`src/rtl/score_keeper_pkg.sv`:
```
// Shared definitions for the score keeper slice.
//   color_e     : block colour codes, same encoding the collision module drives
//   bcd_state_e : states of the sequential binary-to-BCD converter
//   DEF_*       : default widths and point values
package score_keeper_pkg;

  typedef enum logic [1:0] {
    COL_NONE  = 2'b00,
    COL_GREEN = 2'b01,
    COL_BLUE  = 2'b10,
    COL_RED   = 2'b11
  } color_e;

  typedef enum logic [1:0] {
    IDLE  = 2'b00,
    SHIFT = 2'b01,
    DONE  = 2'b10
  } bcd_state_e;

  localparam int DEF_SCORE_W    = 7;
  localparam int DEF_GREEN_PTS  = 2;
  localparam int DEF_BLUE_PTS   = 5;
  localparam int DEF_RED_PTS    = 3;
  localparam int DEF_COMBO_LEN  = 3;
  localparam int DEF_STREAK_W   = 4;
  localparam int DEF_BCD_DIGITS = 3;

endpackage

```
`src/rtl/score_keeper_bin2bcd_seq.sv`:
```
// Sequential double-dabble binary-to-BCD converter.
//   clk, rst : clock, asynchronous active-high reset
//   start    : begin converting bin (accepted in IDLE and in DONE)
//   bin      : binary value, latched when start is accepted
//   bcd      : last completed result, digit 0 in bits [3:0]; updated in DONE
//   done     : high during the DONE cycle
//
// state | meaning
// IDLE  | waiting for start
// SHIFT | W add-3/shift iterations on the shadow register
// DONE  | copy shadow to bcd; restart immediately if start is high
module bin2bcd_seq
  import score_keeper_pkg::*;
#(
  parameter int W      = DEF_SCORE_W,
  parameter int DIGITS = DEF_BCD_DIGITS
) (
  input  logic                  clk,
  input  logic                  rst,
  input  logic                  start,
  input  logic [W-1:0]          bin,
  output logic [4*DIGITS-1:0]   bcd,
  output logic                  done
);

  localparam int CNT_W = $clog2(W + 1);

  bcd_state_e            state, state_nxt;
  logic [W-1:0]          bin_sh;
  logic [4*DIGITS-1:0]   shadow;
  logic [4*DIGITS-1:0]   adj;
  logic [CNT_W-1:0]      cnt;

  always_comb begin
    adj = '0;
    for (int d = 0; d < DIGITS; d++) begin
      adj[4*d +: 4] = (shadow[4*d +: 4] >= 4'd5) ? shadow[4*d +: 4] + 4'd3
                                                  : shadow[4*d +: 4];
    end
  end

  always_comb begin
    state_nxt = state;
    done      = 1'b0;
    case (state)
      IDLE:  if (start) state_nxt = SHIFT;
      SHIFT: if (cnt == CNT_W'(1)) state_nxt = DONE;
      DONE: begin
        done      = 1'b1;
        state_nxt = start ? SHIFT : IDLE;
      end
      default: state_nxt = IDLE;
    endcase
  end

  always_ff @(posedge clk or posedge rst) begin
    if (rst) state <= IDLE;
    else     state <= state_nxt;
  end

  always_ff @(posedge clk or posedge rst) begin
    if (rst) begin
      bin_sh <= '0;
      shadow <= '0;
      cnt    <= '0;
      bcd    <= '0;
    end else begin
      if (state == DONE) bcd <= shadow;
      if ((state == IDLE || state == DONE) && start) begin
        bin_sh <= bin;
        shadow <= '0;
        cnt    <= CNT_W'(W);
      end else if (state == SHIFT) begin
        {shadow, bin_sh} <= {adj, bin_sh} << 1;
        cnt              <= cnt - CNT_W'(1);
      end
    end
  end

endmodule

```
`src/rtl/score_keeper.sv`:
```
// Score keeper: edge-detects collisions, applies colour point rules with a
// combo multiplier, saturates, tracks the session high score and keeps a
// BCD copy of the score for the display driver.
//   clk, rst   : clock, asynchronous active-high reset
//   collision  : level from the collision module, one hit per rising edge
//   color      : colour of the hit block (none/green/blue/red)
//   new_round  : one-cycle pulse, clears score and streak
//   score      : current score
//   high_score : maximum score since reset (one cycle behind score)
//   streak     : consecutive non-red hit count, saturating
//   score_upd  : pulse in the first cycle a new score is visible
//   bcd        : BCD of the last converted score
//   bcd_valid  : high while bcd matches score
module score_keeper
  import score_keeper_pkg::*;
#(
  parameter int SCORE_W    = DEF_SCORE_W,
  parameter int GREEN_PTS  = DEF_GREEN_PTS,
  parameter int BLUE_PTS   = DEF_BLUE_PTS,
  parameter int RED_PTS    = DEF_RED_PTS,
  parameter int COMBO_LEN  = DEF_COMBO_LEN,
  parameter int STREAK_W   = DEF_STREAK_W,
  parameter int BCD_DIGITS = DEF_BCD_DIGITS
) (
  input  logic                    clk,
  input  logic                    rst,
  input  logic                    collision,
  input  logic [1:0]              color,
  input  logic                    new_round,
  output logic [SCORE_W-1:0]      score,
  output logic [SCORE_W-1:0]      high_score,
  output logic [STREAK_W-1:0]     streak,
  output logic                    score_upd,
  output logic [4*BCD_DIGITS-1:0] bcd,
  output logic                    bcd_valid
);

  localparam logic [SCORE_W+1:0] GREEN_W = (SCORE_W+2)'(GREEN_PTS);
  localparam logic [SCORE_W+1:0] BLUE_W  = (SCORE_W+2)'(BLUE_PTS);
  localparam logic [SCORE_W+1:0] RED_W   = (SCORE_W+2)'(RED_PTS);
  localparam logic [SCORE_W-1:0] FULL    = '1;

  logic               col_q;
  logic               hit;
  logic [SCORE_W+1:0] base;
  logic [SCORE_W+1:0] pts;
  logic [SCORE_W+1:0] sum_wide;
  logic [SCORE_W-1:0] score_add;
  logic [SCORE_W-1:0] score_sub;

  logic busy;
  logic pending;
  logic conv_start;
  logic conv_done;

  always_comb begin
    hit       = collision & ~col_q;
    base      = (color == COL_BLUE) ? BLUE_W : GREEN_W;
    // combo is judged on the streak before the current hit
    pts       = (int'(streak) >= COMBO_LEN) ? (base << 1) : base;
    sum_wide  = {2'b00, score} + pts;
    score_add = (sum_wide > {2'b00, FULL}) ? FULL : sum_wide[SCORE_W-1:0];
    score_sub = ({2'b00, score} < RED_W) ? '0 : score - RED_W[SCORE_W-1:0];
  end

  always_ff @(posedge clk or posedge rst) begin
    if (rst) begin
      col_q      <= 1'b0;
      score      <= '0;
      streak     <= '0;
      score_upd  <= 1'b0;
      high_score <= '0;
    end else begin
      col_q     <= collision;
      score_upd <= 1'b0;
      if (new_round) begin
        score     <= '0;
        streak    <= '0;
        score_upd <= 1'b1;
      end else if (hit && color != COL_NONE) begin
        score_upd <= 1'b1;
        if (color == COL_RED) begin
          score  <= score_sub;
          streak <= '0;
        end else begin
          score <= score_add;
          if (streak != '1) streak <= streak + STREAK_W'(1);
        end
      end
      if (score > high_score) high_score <= score;
    end
  end

  // An update arriving while a conversion is in flight is remembered and
  // converted from the then-current score as soon as the converter finishes.
  assign conv_start = (score_upd && !busy) || (conv_done && (pending || score_upd));

  always_ff @(posedge clk or posedge rst) begin
    if (rst) begin
      busy      <= 1'b0;
      pending   <= 1'b0;
      bcd_valid <= 1'b1;
    end else begin
      if (conv_start) begin
        busy      <= 1'b1;
        pending   <= 1'b0;
        bcd_valid <= 1'b0;
      end else if (conv_done) begin
        busy      <= 1'b0;
        pending   <= 1'b0;
        bcd_valid <= 1'b1;
      end else if (score_upd && busy) begin
        pending <= 1'b1;
      end
    end
  end

  bin2bcd_seq #(
    .W      (SCORE_W),
    .DIGITS (BCD_DIGITS)
  ) u_bin2bcd (
    .clk   (clk),
    .rst   (rst),
    .start (conv_start),
    .bin   (score),
    .bcd   (bcd),
    .done  (conv_done)
  );

endmodule

```
`config.mk`:
```
export PLATFORM = sky130hd
export DESIGN_NAME = score_keeper
export DESIGN_NICKNAME = d
export VERILOG_FILES = /design/src/rtl/score_keeper_pkg.sv /design/src/rtl/score_keeper_bin2bcd_seq.sv /design/src/rtl/score_keeper.sv
export SDC_FILE = /design/constraint.sdc
export NUM_CORES = 1
export LEC_CHECK = 0
export BUFFER_PORTS_ARGS = -buffer_cell sky130_fd_sc_hd__buf_2
export CORE_UTILIZATION = 53
export CTS_CLUSTER_SIZE = 28
export DETAILED_ROUTE_END_ITERATION = 16
export PLACE_DENSITY_LB_ADDON = 0.12
export SETUP_SLACK_MARGIN = 0.1
export SYNTH_ARGS = -nofsm -noshare
export SYNTH_HDL_FRONTEND = slang
export SYNTH_SLANG_ARGS = --single-unit
```
`constraint.sdc`:
```
create_clock -name clk -period 2.4 [get_ports clk]
set_input_delay 0.36 -clock clk [delete_from_list [all_inputs] [get_ports clk]]
set_output_delay 0.36 -clock clk [all_outputs]
set_load 0.005 [all_outputs]
```
; ---- After elaboration in Yosys (flattened, before gate mapping)
; Cells that the tools add are included.
[totals]
wordCells = 89
mem_bits_rw = 0
reg_bits = 59
output_inout_bits = 32
mem_bits_ro = 0
input_bits = 6
latch_bits = 0
mem_count = 0
[classes]
n_addsub = 7
multipliers = 0
muxes = 34
bitwise = 2
n_div = 0
n_shift = 0
n_eq_ne = 8
n_lt_le_gt_ge = 7
reduce_logical = 18
[op_table]
columns = op, count
row1 = two-way mux 7 bit, 7
row2 = two-way mux 4 bit, 7
row3 = two-way mux 12 bit, 2
row4 = ">= comparator 4 x 3 -> 1 bit, second input constant", 3
row5 = two-way mux 3 bit, 4
row6 = two-way mux 1 bit, 11
row7 = "adder 4 x 2 -> 4 bit, second input constant", 2
row8 = adder 7 x 4 -> 8 bit, 1
row9 = "> comparator 8 x 7 -> 1 bit, second input constant", 1
row10 = nonzero test 2 bit, 4
row11 = > comparator 7 bit, 1
row12 = "less-than comparator 7 x 2 -> 1 bit, second input constant", 1
row13 = "subtractor 7 x 2 -> 7 bit, second input constant", 1
row14 = "equality test 2 bit, second input constant", 3
row15 = case mux 2 bit (3 select lines), 1
row16 = nonzero test 3 bit, 2
row17 = logical AND 1 bit, 5
row18 = "adder 4 x 1 -> 4 bit, second input constant", 1
row19 = ">= comparator 4 x 2 -> 1 bit, second input constant", 1
row20 = two-way mux 2 bit, 2
row21 = "inequality test 2 x 1 -> 1 bit, second input constant", 2
row22 = "inequality test 4 bit, second input constant", 1
row23 = AND reduction 2 bit, 2
row24 = "adder 3 x 2 -> 3 bit, second input constant", 1
row25 = 8 further kinds, 10

; ---- Logic depth before layout (Yosys ltp)
[depth]
ltp_word = 9
depth_mapped = 11
ltp_nobuf = 11

; ---- Hierarchy
; From an unflattened synthesis, not the netlist that was laid out.
[hier_totals]
hier_cells = 315
area_unflattened_um2 = 3398.3
[by_module_without_submodules]
columns = mod, seq_area_each_um2, area_per_inst_um2, cells_per_inst, n_inst
row1 = bin2bcd_seq, 900.9, 1809.2, 148, 1
row2 = score_keeper, 576.8, 1589.0, 167, 1

; ---- Worst setup path after synthesis
; Ideal clock, no wire load.
[synth_path]
path_type = register to register
start = register streak[0]
end = register score[4]
t_required_ns = 2.264
t_arrival_ns = 2.516
setup_time_ns = 0.136
stages_incl_launch_ff = 10
n_path_buf = 0
period_less_slack_ns = 2.652
path_slack_ns = -0.252
path_cell_list = dfrtp_1 -> ha_1 -> or3_1 -> ha_1 -> inv_1 -> ha_1 -> a211oi_2 -> o21bai_2 -> a221oi_1 -> o221ai_2
[synth_via]
elab_chain_len = 8
[synth_lines]
columns = element, line
row1 = from (decl), score_keeper.sv:32  ; output logic [STREAK_W-1:0] streak,
row2 = from (signal assigned), score_keeper.sv:87  ; if (streak != '1) streak <= streak + STREAK_W'(1);
row3 = >= comparator 4 x 2 -> 1 bit *, score_keeper.sv:60  ; pts = (int'(streak) >= COMBO_LEN) ? (base << 1) : base;
row4 = two-way mux 4 bit *, score_keeper.sv:60
row5 = adder 7 x 4 -> 8 bit *, score_keeper.sv:61  ; sum_wide = {2'b00, score} + pts;
row6 = > comparator 8 x 7 -> 1 bit, score_keeper.sv:62  ; score_add = (sum_wide > {2'b00, FULL}) ? FULL : sum_wide[SCORE_W-1:0];
row7 = two-way mux 7 bit *, score_keeper.sv:62
row8 = two-way mux 7 bit *, score_keeper.sv:82  ; if (color == COL_RED) begin
row9 = two-way mux 7 bit *, score_keeper.sv:80  ; end else if (hit && color != COL_NONE) begin
row10 = two-way mux 7 bit *, score_keeper.sv:76  ; if (new_round) begin
row11 = to (signal assigned), score_keeper.sv:83  ; score <= score_sub;
row12 = to (signal assigned), score_keeper.sv:86  ; score <= score_add;
row13 = to (decl), score_keeper.sv:30  ; output logic [SCORE_W-1:0] score,
; Mark *: on every way between the ends. The rest lies on a longest branch, timed or not. The select of a mux whose other input is x is not followed.
; A chain may end at the register's enable or synchronous reset.

; ---- Worst setup path in the final report
[layout_path]
start = register streak[1]
end = register score[5]
; Same word-level chain as after synthesis.

==> impl_metrics.yaml <==
detailed_routing:
  vias_per_cell: 5.68
  drc_errors: 0
  ant_nets: 0
  vias: 2630
  first_iter_violations: 208
  finalWirelength_um: 7070
  dr.pass1.iters: 4
  wl_per_cell_um: 15.3
critical_path:
  worstReg2RegEnd: "score[5]"
  arrival_ps: 2690
  rrSetupSlack_ps: -90
  crit_path_end_kind: "flip-flop"
  critPathLaunchType: "flip-flop"
  r2r-start: "streak[1]"
  ff2ff_path_depth: 10
  criticalPathCategory: "reg -> reg"
  crit_fanout: 7
  worstPathRequired_ps: 2600
yosys:
  synth_cells: 328
  synth.top_cell.area_share_pct: 42.9
  synth_cell_types: 64
  syn_area_um2: 3380
  syn_avg_cell_area_um2: 10.3
  yosys_warnings: 0
  syn_nets: 359
  synthTopCellsByCount: "dfrtp_1, inv_1, nand2_1, ha_1, o21ai_0"
  ys_ff_latch: 59
  synth_most_common_cell: "dfrtp_1"
  yosysSeqAreaShare_pct: 43.7
  yosys.area.top_type: "dfrtp_1"
  synthArstFlopShare_pct: 100
  synth_edf_count: 0
  netlist_top_cells_area: "dfrtp_1, ha_1, mux2_2, o21ai_0, inv_1"
  ys.flop_type: "dfrtp_1"
clock_network:
  worstSkewPairLatency_ps: 340
  htreeDepth: 3
  root_buffer: "clkbuf_8"
  cts_tree: "yes"
  path_clk_slew_ps: 70
  numCtsBuffers: 9
  clock_path_buffers: 2
  cts.sinks: 59
timing:
  grt_setup_unrepaired: "yes"
  finalSetupViolCount: 4
  worst_pin_slew_ps: 698
  max_freq_ghz: 0.401
  setup_ws_ps: -92.9
  maxSlewViolCount: 0
  min_period_ps: 2490
  final.period_utilization_pct: 104
  hold_violations: 0
  slew_headroom_pct: 53.5
  fin_skew_ps: 8.97
final_layout:
  drive_gt1_share_pct: 32.7
  layout.nets: 415
  syn_to_final_growth_pct: 21.6
  stdcell_area_um2: 4110
  final_core_util_pct: 68.2
  antennaDiodeCount: 0
power:
  cellPowerDensity_nw_per_um2: 880
  finalPower_w: 0.00361
  peakVddDrop_v: 0.000614
  p_leak_nw: 1.96
placement:
  numPortBuffers: 37
  dpl_cell_area_um2: 3850
  place_hpwl_um: 5000
  globalplace.congestion: 0.879
grt:
  grt_max_degree: 41
  grt-ovfl-total: 0
  grt_pass1_vias: 2518
  grt_first_pass_wirelength_um: 11900
  grtUsageTotal_pct: 23.7
  antenna_found_initial: 0
status:
  violations: "setup timing"
  outcome: "finished with violations"
floorplanning:
  row_count: 28
  fp.coreArea_um2: 6030
  die_w_um: 81.9
  die_area_um2: 6700
  die_y_um: 81.9
  initial_core_util_pct: 56.1
  pin_count: 38
flow_run:
  maxCapViolations: 0
min_path:
  min_path_type: "in -> async"
sequential cells by signal, summed over array words and instances (netlist names):
register / count
u_bin2bcd.cnt: 3
u_bin2bcd.shadow: 12
score_upd: 1
col_q: 1
u_bin2bcd.state: 2
bcd_valid: 1
busy: 1
streak: 4
pending: 1
u_bin2bcd.bcd: 12
score: 7
high_score: 7
u_bin2bcd.bin_sh: 7
worst max-delay path, stage by stage (launching register included):
cell      delay, ps
dfrtp_1         380
ha_2            190
or3_4           350
ha_4            330
inv_4            40
ha_4            210
a211oi_4        270
o21bai_4        140
buf_4           170
a211oi_4        220
a311oi_2         50
cell families after synthesis:
| kind of cell | count (synthesis) | share of synthesized area [%] |
|---|---|---|
| xor+xnor | 5 | 1.30 |
| simple gates | 76 | 11.5 |
| buf+inv | 41 | 5.18 |
| mux | 17 | 5.52 |
| compound gates | 105 | 23.3 |
| fa+ha+maj | 25 | 9.48 |
| flops | 59 | 43.7 |
power by group:
| group | total (W) | switching [W] | internal, W |
|---|---|---|---|
| logic | 0.00132 | 0.000685 | 0.000631 |
| clock network | 0.000901 | 0.000403 | 0.000498 |
| registers | 0.00140 | 0.000167 | 0.00123 |
| total | 0.00361 | 0.00126 | 0.00236 |
routing by layer:
metal / share of wire, % / wire [um] / vias to the layer above / GRT usage (%)
met1: 50 / 3520 / 1229 / 32.9
met5: 0 / 0 / - / 0
li1: - / - / 1306 / -
met4: 2.3 / 162 / 0 / 11.9
met2: 43 / 3030 / 80 / 34.5
met3: 5.0 / 351 / 15 / 5.00
cell usage in the layout (no fill, tap or decap), drive strengths merged, types with 2 or more instances in the layout:
master | synthesis | layout
a211o | 2 | 2
dfrtp | 58 | 58
and3 | 3 | 3
or3 | 3 | 3
a211oi | 5 | 5
nor3 | 4 | 4
buf | 7 | 60
or2 | 2 | 2
xnor2 | 4 | 4
a21oi | 19 | 19
o22ai | 10 | 10
a221oi | 3 | 3
nand2 | 26 | 26
a2111oi | 2 | 2
a22oi | 2 | 2
mux2 | 13 | 13
mux2i | 4 | 4
o2111ai | 2 | 2
ha | 24 | 24
nand3 | 6 | 6
a32o | 2 | 2
o21ai | 24 | 24
o32ai | 3 | 3
a22o | 6 | 6
nor2b | 4 | 4
o31ai | 5 | 5
clkbuf | 8 | 10
a21o | 8 | 8
o21bai | 4 | 4
inv | 26 | 26
and2 | 2 | 2
clkinv | 0 | 4
nand2b | 9 | 9
nor2 | 12 | 12
repair_timing:
item	4_1_cts	5_1_grt
endpoints found under the hold margin	0	0
endpoints found under the setup margin	7	7
setup buffers	1	2
pin swaps	1	1
hold buffers	0	0
resized for setup	5	3
final cells by class:
class,count,area (um^2)
clock buffers,10,138
clock inverters,5,53.8
fillers,479,1920
inverters,26,100
multi-input cells,228,1880
flip-flops and latches,59,1480
well taps,75,93.8
repair buffers,60,370
metrics by stage:
stage	TNS, ps	hold slack [ps]	cells	setup slack [ps]
3_3_place_gp	0	393	445	7.76
3_5_place_dp	-125	396	445	-61.8
2_1_floorplan	0	391	328	18.9
5_1_grt	-818	46.6	463	-165
4_1_cts	-109	23.0	461	-41.7
6_report	-176	16.1	463	-92.9
worst max-delay path by stage:
stage                     depth (start not counted)  endpoint  slack (ps)      start
final                                            10  score[5]         -90  streak[1]
after global routing                             10  score[5]        -170  streak[1]
after CTS                                        10  score[5]         -40  streak[1]
after detailed placement                          9  score[2]         -60  streak[1]
after global placement                            9  score[4]           8  streak[1]
after floorplan                                  11  score[6]          20  streak[1]
(Power assumes the default switching activity.)
